$ cat config.mk
export PLATFORM = sky130hd
export DESIGN_NAME = ms_bcd_counter_flat
export DESIGN_NICKNAME = d
export VERILOG_FILES = /design/src/rtl/ms_pkg.sv /design/src/rtl/ms_bcd_counter_if.sv /design/src/rtl/bcd_digit.sv /design/src/rtl/ms_bcd_counter.sv /design/src/flat_wrapper.sv
export SDC_FILE = /design/constraint.sdc
export NUM_CORES = 1
export LEC_CHECK = 0
export CORE_MARGIN = 10
export CORE_UTILIZATION = 45
export DETAILED_ROUTE_END_ITERATION = 10
export GPL_ROUTABILITY_DRIVEN = 1
export PLACE_DENSITY = 0.8
export SYNTH_ARGS = -nofsm -noshare
export SYNTH_HDL_FRONTEND = slang
export SYNTH_SLANG_ARGS = --single-unit
$ cat constraint.sdc
create_clock -name CLK -period 2.22 [get_ports CLK]
set_input_delay 0.444 -clock CLK [delete_from_list [all_inputs] [get_ports CLK]]
set_output_delay 0.444 -clock CLK [all_outputs]
set_load 0.05 [all_outputs]
$ cat src/rtl/ms_pkg.sv
// Shared types and constants for the millisecond BCD stopwatch core.
// Holds the control-state enum, the BCD digit type and a packed-BCD increment helper.
package ms_pkg;

  typedef enum logic [1:0] {
    IDLE  = 2'd0,
    RUN   = 2'd1,
    PAUSE = 2'd2
  } ms_state_e;

  typedef logic [3:0] bcd_digit_t;

  localparam int unsigned MS_DIGITS = 4;
  localparam logic [15:0] BCD_MAX   = 16'h9999;

  // Value the packed count takes after one tick; used where the post-update count is needed
  // in the same cycle as the tick.
  function automatic logic [15:0] bcd_inc(input logic [15:0] v);
    logic [15:0] r;
    logic        c;
    r = v;
    c = 1'b1;
    for (int i = 0; i < MS_DIGITS; i++) begin
      if (c) begin
        if (v[4*i +: 4] == 4'd9) begin
          r[4*i +: 4] = 4'd0;
        end else begin
          r[4*i +: 4] = v[4*i +: 4] + 4'd1;
          c           = 1'b0;
        end
      end
    end
    return r;
  endfunction

endpackage

$ cat src/rtl/ms_bcd_counter_if.sv
// Control/status bundle between the stopwatch core, the prescaler and the display stage.
// LAP / LAP_BCD exist only when LAP_CAPTURE_EN is defined.
interface ms_bcd_counter_if;
  logic [15:0] COUNT;
  logic        START;
  logic        STOP;
  logic        CLEAR;
  logic        PRE_CLR;
  logic [15:0] BCD;
  logic        RUNNING;
  logic        OVF;
`ifdef LAP_CAPTURE_EN
  logic        LAP;
  logic [15:0] LAP_BCD;
`endif

  modport slave (
    input  COUNT,
    input  START,
    input  STOP,
    input  CLEAR,
`ifdef LAP_CAPTURE_EN
    input  LAP,
    output LAP_BCD,
`endif
    output PRE_CLR,
    output BCD,
    output RUNNING,
    output OVF
  );

  modport master (
    output COUNT,
    output START,
    output STOP,
    output CLEAR,
`ifdef LAP_CAPTURE_EN
    output LAP,
    input  LAP_BCD,
`endif
    input  PRE_CLR,
    input  BCD,
    input  RUNNING,
    input  OVF
  );

endinterface

$ cat src/rtl/bcd_digit.sv
// One decade (0..9) counter stage; advances when en and carry_in are both high.
// clr has priority over counting.
module bcd_digit
  import ms_pkg::*;
(
  input  logic       CLK,
  input  logic       RST,
  input  logic       clr,
  input  logic       en,
  input  logic       carry_in,
  output bcd_digit_t digit,
  output logic       carry_out
);

  bcd_digit_t digit_q, digit_d;

  always_comb begin
    digit_d = digit_q;
    if (clr) begin
      digit_d = '0;
    end else if (en && carry_in) begin
      digit_d = (digit_q == 4'd9) ? 4'd0 : digit_q + 4'd1;
    end
  end

  always_ff @(posedge CLK or negedge RST) begin
    if (!RST) begin
      digit_q <= '0;
    end else begin
      digit_q <= digit_d;
    end
  end

  assign digit     = digit_q;
  assign carry_out = carry_in && (digit_q == 4'd9);

endmodule

$ cat src/rtl/ms_bcd_counter.sv
// Millisecond stopwatch: start/stop/clear FSM, prescaler clear, 4-digit BCD count, sticky OVF.
// Optional lap register enabled by defining LAP_CAPTURE_EN.
module ms_bcd_counter
  import ms_pkg::*;
#(
  parameter int unsigned TICK_DIV = 50000
) (
  input logic              CLK,
  input logic              RST,
  ms_bcd_counter_if.slave  bus
);

  localparam logic [15:0] TICK_LAST = 16'(TICK_DIV - 1);

  ms_state_e state_q, state_d;
  logic      tick;
  logic      ovf_q, ovf_d;
  logic [15:0]          bcd;
  logic [MS_DIGITS:0]   carry;

  assign tick = (state_q == RUN) && (bus.COUNT == TICK_LAST);

  // Prescaler is held at zero outside RUN so every resume begins a full period.
  assign bus.PRE_CLR = tick || (state_q != RUN) || bus.CLEAR;

  always_comb begin
    state_d = state_q;
    if (bus.CLEAR) begin
      state_d = IDLE;
    end else begin
      unique case (state_q)
        IDLE:    if (bus.START && !bus.STOP) state_d = RUN;
        RUN:     if (bus.STOP) state_d = PAUSE;
        PAUSE:   if (bus.START && !bus.STOP) state_d = RUN;
        default: state_d = IDLE;
      endcase
    end
  end

  always_ff @(posedge CLK or negedge RST) begin
    if (!RST) begin
      state_q <= IDLE;
    end else begin
      state_q <= state_d;
    end
  end

  assign carry[0] = 1'b1;

  for (genvar i = 0; i < MS_DIGITS; i++) begin : g_digit
    bcd_digit u_digit (
      .CLK       (CLK),
      .RST       (RST),
      .clr       (bus.CLEAR),
      .en        (tick),
      .carry_in  (carry[i]),
      .digit     (bcd[4*i +: 4]),
      .carry_out (carry[i+1])
    );
  end

  // Carry out of the top digit on a tick means 9999 is wrapping to 0000.
  always_comb begin
    ovf_d = ovf_q;
    if (bus.CLEAR) begin
      ovf_d = 1'b0;
    end else if (tick && carry[MS_DIGITS]) begin
      ovf_d = 1'b1;
    end
  end

  always_ff @(posedge CLK or negedge RST) begin
    if (!RST) begin
      ovf_q <= 1'b0;
    end else begin
      ovf_q <= ovf_d;
    end
  end

  assign bus.BCD     = bcd;
  assign bus.RUNNING = (state_q == RUN);
  assign bus.OVF     = ovf_q;

`ifdef LAP_CAPTURE_EN
  logic [15:0] lap_q, lap_d;

  always_comb begin
    lap_d = lap_q;
    if (bus.CLEAR) begin
      lap_d = '0;
    end else if (bus.LAP && (state_q == RUN)) begin
      lap_d = tick ? bcd_inc(bcd) : bcd;
    end
  end

  always_ff @(posedge CLK or negedge RST) begin
    if (!RST) begin
      lap_q <= '0;
    end else begin
      lap_q <= lap_d;
    end
  end

  assign bus.LAP_BCD = lap_q;
`endif

endmodule

$ cat src/flat_wrapper.sv
// flat-port wrapper written by rule: the top's interface ports become plain ports
module ms_bcd_counter_flat import ms_pkg::*;
#(
  parameter int unsigned TICK_DIV = 50000
)
  (CLK, RST, bus_COUNT, bus_START, bus_STOP, bus_CLEAR, bus_PRE_CLR, bus_BCD, bus_RUNNING, bus_OVF);
  ms_bcd_counter_if bus_i ();
  input logic CLK;
  input logic RST;
  input wire logic [$bits(bus_i.COUNT)-1:0] bus_COUNT;
  input wire logic [$bits(bus_i.START)-1:0] bus_START;
  input wire logic [$bits(bus_i.STOP)-1:0] bus_STOP;
  input wire logic [$bits(bus_i.CLEAR)-1:0] bus_CLEAR;
  output wire logic [$bits(bus_i.PRE_CLR)-1:0] bus_PRE_CLR;
  output wire logic [$bits(bus_i.BCD)-1:0] bus_BCD;
  output wire logic [$bits(bus_i.RUNNING)-1:0] bus_RUNNING;
  output wire logic [$bits(bus_i.OVF)-1:0] bus_OVF;
  assign bus_i.COUNT = bus_COUNT;
  assign bus_i.START = bus_START;
  assign bus_i.STOP = bus_STOP;
  assign bus_i.CLEAR = bus_CLEAR;
  assign bus_PRE_CLR = bus_i.PRE_CLR;
  assign bus_BCD = bus_i.BCD;
  assign bus_RUNNING = bus_i.RUNNING;
  assign bus_OVF = bus_i.OVF;
  ms_bcd_counter #(.TICK_DIV(TICK_DIV)) u_core (.CLK(CLK), .RST(RST), .bus(bus_i));
endmodule
* Word-level counts from Yosys, hierarchy flattened
Index checks and enable logic that the tools add are counted.
** Operators by class
- $add $sub $neg :: 4
- Multipliers :: 0
- Divide/modulo/power cells :: 0
- $lt $le $gt $ge :: 0
- Equal/unequal tests :: 10
- Shift operators :: 0
- Muxes and demuxes :: 18
- Bitwise operators :: 0
- Reductions and logical operators :: 20
** Operators by type and width (count)
- 4-bit 2-to-1 mux :: 12
- 4-bit by 1-bit adder with 4-bit output (second input constant) :: 4
- 16-bit equality test (second input constant) :: 1
- 4-bit equality test (second input constant) :: 4
- 2-bit nonzero test :: 5
- 1-bit logical AND :: 9
- 2-bit 2-to-1 mux :: 3
- 2-bit case mux with 2 select lines :: 1
- 3-bit by 1-bit inequality test with 1-bit output (second input constant) :: 1
- 3-bit inequality test (second input constant) :: 1
- 2-bit by 1-bit equality test with 1-bit output (second input constant) :: 1
- 2-bit equality test (second input constant) :: 1
- 2-bit logical NOT :: 1
- 1-bit logical OR :: 2
- 1-bit 2-to-1 mux :: 2
- 2-bit by 1-bit inequality test with 1-bit output (second input constant) :: 1
- 2-bit AND reduction :: 1
- 2-bit OR reduction :: 1
- 1-bit logical NOT :: 1
** Storage, ports and cells
- Flip-flop bits (word level) :: 19
- Bits in latches :: 0
- RAM bits :: 0
- Bits in read-only memories :: 0
- Output and inout port bits :: 19
- Logic and storage cells :: 58
- Memories kept :: 0

* Longest topological paths before layout
- Depth in word-level cells :: 7
- Depth in mapped cells :: 7

* Cells and area by module
Synthesis repeated with hierarchy kept, for this count alone.
** Second synthesis, totals
- Cell total of the unflattened synthesis :: 126
- Area total of the unflattened synthesis :: 1157.4 um^2
** Modules (own cells, without submodules)
- bcd_digit :: instances 4, cells an instance 26, area each 239.0 um^2, seq. area each 100.1 um^2
- ms_bcd_counter :: instances 1, cells an instance 22, area each 201.4 um^2, seq. area each 75.1 um^2

* Worst setup path after synthesis
No wires, ideal clock.
- Path type :: register to register
- From :: reg u_core.g_digit[0].u_digit.digit_q[0]
- To :: reg u_core.g_digit[1].u_digit.digit_q[1]
- Library setup time :: 0.078 ns
- Arrival time :: 1.951 ns
- Path slack :: 0.191 ns
- Stages on the path, launching flop included :: 7
- Period minus slack after synthesis :: 2.029 ns
- Path through :: dfrtp_1 ha_1 and3b_1 clkbuf_2 nand3_1 or4_1 a21oi_1
** On the way
- Longest elaborated chain between the ends :: 3
** Ends and longest elaborated chain
- start: declaration :: line bcd_digit.sv:15 : bcd_digit_t digit_q, digit_d;
- start signal: assignment :: line bcd_digit.sv:30 : digit_q <= digit_d;
- 4-bit equality test :: line bcd_digit.sv:35 : assign carry_out = carry_in && (digit_q == 4'd9);
- 1-bit logical AND :: line bcd_digit.sv:21 : end else if (en && carry_in) begin
- 2-bit nonzero test (no line)
- end signal: assignment :: line bcd_digit.sv:30
- end: declaration :: line bcd_digit.sv:15
No other way between the ends.
A chain may end at the register's enable or synchronous reset.

* Worst setup path in the final report
- From :: in bus_COUNT[5]
- To :: out bus_PRE_CLR
** On the way
- Longest elaborated chain between the ends :: 4
** Ends and longest elaborated chain
- start: declaration :: line flat_wrapper.sv:10 : input wire logic [$bits(bus_i.COUNT)-1:0] bus_COUNT;
- 16-bit equality test :: line ms_bcd_counter.sv:21 : assign tick = (state_q == RUN) && (bus.COUNT == TICK_LAST);
- 1-bit logical AND :: line ms_bcd_counter.sv:21
- 1-bit logical OR (2 in series) :: line ms_bcd_counter.sv:24 : assign bus.PRE_CLR = tick || (state_q != RUN) || bus.CLEAR;
- end: declaration :: line flat_wrapper.sv:14 : output wire logic [$bits(bus_i.PRE_CLR)-1:0] bus_PRE_CLR;
No other way between the ends.

==> flow_summary.yaml <==
layout:
  post-route-util_pct: 68.60
  drive_above_1_share_pct: 13.14
  num_antenna_cells: 0
  syn2layout_area_growth_pct: 41.70
  fillers: 207
  stdcell_area_um2: 1730
  fin_nets: 203
clock_network:
  clk_latency_ns: 0.31
  cts_tree: "built"
  clk_path_buf_depth: 2
  holdBufCountCts: 0
  h-tree-depth: 1
  clkSinkCount: 19
  numCtsBuffers: 3
  clk_pin_slew_ns: 0.12
  cts-root-buf: "clkbuf_4"
yosys:
  synthMuxAreaShare_pct: 1.742
  synth_edf_count: 0
  ys.flop_type: "dfrtp_1"
  synth_fa_ha_area_share_pct: 6.148
  synth_top_area_share_pct: 38.93
  synth_nets: 158
  synth_compound_area_share_pct: 15.78
  avgSynthCellArea_um2: 9.322
  synth_top_family_by_area: "simple AND/OR/NAND/NOR gates"
  yosysWarningCount: 0
  synthTopCellsByCount: "19 x dfrtp_1, 15 x a21oi_1, 9 x inv_1"
  synthCells: 131
  async_reset_ff_share_pct: 100.0
  synth_cell_types: 37
  yosys.area_share.simple_pct: 30.53
  yosys.area.top_type: "dfrtp_1"
  synth_area_leaders: "dfrtp_1 39%, a21oi_1 6.1%, ha_1 6.1%"
  synth-seq-cells: 19
  seq_area_frac_synth_pct: 38.93
  syn-cell-area_um2: 1221
  synth_xor_area_share_pct: 0.7172
  yosysMostFrequentCell: "dfrtp_1"
die:
  die_y_um: 72.10
  rows: 18
  ios: 40
  die_area_um2: 5198
  die_w_um: 72.10
  initial_utilization_pct: 48.41
  core_um2: 2522
job:
  drv_cap: 0
global_routing:
  antenna_found_initial: 0
  grt_overflow: 0
  grt_max_degree: 23
  grt_pass1_wl_um: 5264
  first_global_vias: 1120
  grt.total_usage_pct: 12.13
power:
  power-per-cell-area_nw_per_um2: 353.3
  leakage_nw: 0.7256
  ir_drop_mv: 0.4175
worst_setup_path:
  crit_type: "in -> out"
  arrival_ns: 1.74
  rr_startpoint: "u_core.g_digit[0].u_digit.digit[1]"
  cp_max_fo: 2
  rrSetupSlack_ns: 0.31
  r2r-end: "u_core.g_digit[1].u_digit.digit[1]"
  r2r_cells: 6
  worst_ep_required_time_ns: 1.78
  start_kind: "input pin"
  end_kind: "output pin"
timing:
  min_period_over_period_pct: 98.37
  fmax_ghz: 0.4579
  fin_crit_ns: 2.184
  skew_ns: 0.01012
  slew_headroom_pct: 65.65
  setup_viol: 0
  tightest_slew_ns: 0.5136
  rsz0062_at_grt: "no"
  setup_tns_ns: 0
  hold_violations: 0
  drv_slew: 0
worst_hold_path:
  min_path_type: "in -> async"
routing:
  routedWlPerCell_um: 15.55
  drtPass1Iterations: 4
  wl_um: 3188
  drtIter0Drc: 60
  vias: 1178
  via_per_inst: 5.746
  final_antenna_net_count: 0
  drcViolationCount: 0
placement:
  gp_congestion: 0.8093
  dp_hpwl_um: 2520
  place_area_um2: 1684
  numPortBuffers: 39
run_status:
  status: "finished, final reports clean"
-- report_power, final --
group          internal, mW  switching (mW)
Combinational        0.0438          0.0351
Clock                0.0672           0.117
Sequential            0.347         0.00113
Total                 0.458           0.153
-- worst max-delay path: stages --
cell	delay, ns
clkdlybuf4s50_1	0.44
nor4b_4	0.33
and4_4	0.27
or3_4	0.13
buf_12	0.13
-- routing by layer --
layer	routed length, um	global-route usage (%)	vias to the layer above
met5	0	0	-
met4	8	1.290	0
met3	236	5.442	2
met2	1670	20.31	30
met1	1273	14.31	571
li1	-	-	575
-- how the worst max path moves through the flow --
| stage | startpoint | endpoint | slack [ns] | cells after the start |
|---|---|---|---|---|
| CTS | bus_COUNT[10] | bus_PRE_CLR | 0.003 | 5 |
| detailed placement | bus_COUNT[11] | bus_PRE_CLR | -0.11 | 5 |
| floorplan | u_core.g_digit[0].u_digit.digit[0] | u_core.g_digit[1].u_digit.digit[1] | 0.19 | 6 |
| finish | bus_COUNT[5] | bus_PRE_CLR | 0.04 | 5 |
| global placement | bus_COUNT[11] | bus_PRE_CLR | -0.08 | 5 |
| global route | bus_COUNT[5] | bus_PRE_CLR | 0.01 | 5 |
-- kinds of logic (layout without fill, tap and decap cells) --
family | count (synthesis) | after routing
compound gates | 33 | 33
simple gates | 53 | 53
xor+xnor | 1 | 1
buf+inv | 17 | 61
fa+ha+maj | 6 | 6
mux | 2 | 2
flops | 19 | 19
-- sequential cells by signal, summed over array words and instances (netlist names) --
register	count
u_core.g_digit.u_digit.digit	16
u_core.bus.OVF	1
u_core.state_q	2
-- placed cells by master, fill, tap and decap left out, types with 2 or more instances in the layout --
master and instances:
nand2_1 3, nor4b_4 2, nor2_1 8, ha_1 6
nand3_1 5, o21ai_0 8, buf_12 2, clkdlybuf4s50_1 35
dfrtp_1 19, inv_1 9, and3b_1 3, or4_1 7
or3_1 4, a22oi_1 2, nand2b_1 2, and3_1 4
and4_4 2, buf_4 8, nor2b_1 3, nand4_1 3
o31ai_1 4, a21oi_1 15, clkbuf_4 3
-- through the flow --
step                      hold WS [ns]  worst slack [ns]  cells  power (mW)
after global routing            0.4520           0.01335    205      0.6403
after CTS                       0.4514          0.003195    205      0.6173
final                           0.4515           0.03620    205      0.6113
after detailed placement        0.4927           -0.1117    200      0.4346
after floorplan                 0.1484            0.1915    131      0.3785
after global placement          0.4737          -0.07759    200      0.4326
-- layout make-up --
cell class                      count  area, um^2  share of cell area (%)
Inverter                           10       37.54                   2.169
Sequential cell                    19       475.5                   27.48
Multi-Input combinational cell     95       680.7                   39.33
Timing Repair Buffer               47       471.7                   27.26
Tap cell                           30       37.54                   2.169
Clock buffer                        3       22.52                   1.302
Clock inverter                      1       5.005                  0.2892
-- what timing repair did --
| item | in CTS | in global routing |
|---|---|---|
| cloned | 0 | 0 |
| setup buffers | 1 | 0 |
| endpoints found under the setup margin | 1 | 1 |
| gates resized for setup | 4 | 1 |
| pin swaps | 3 | 4 |
No activity file was read; power rests on OpenSTA's default activity.
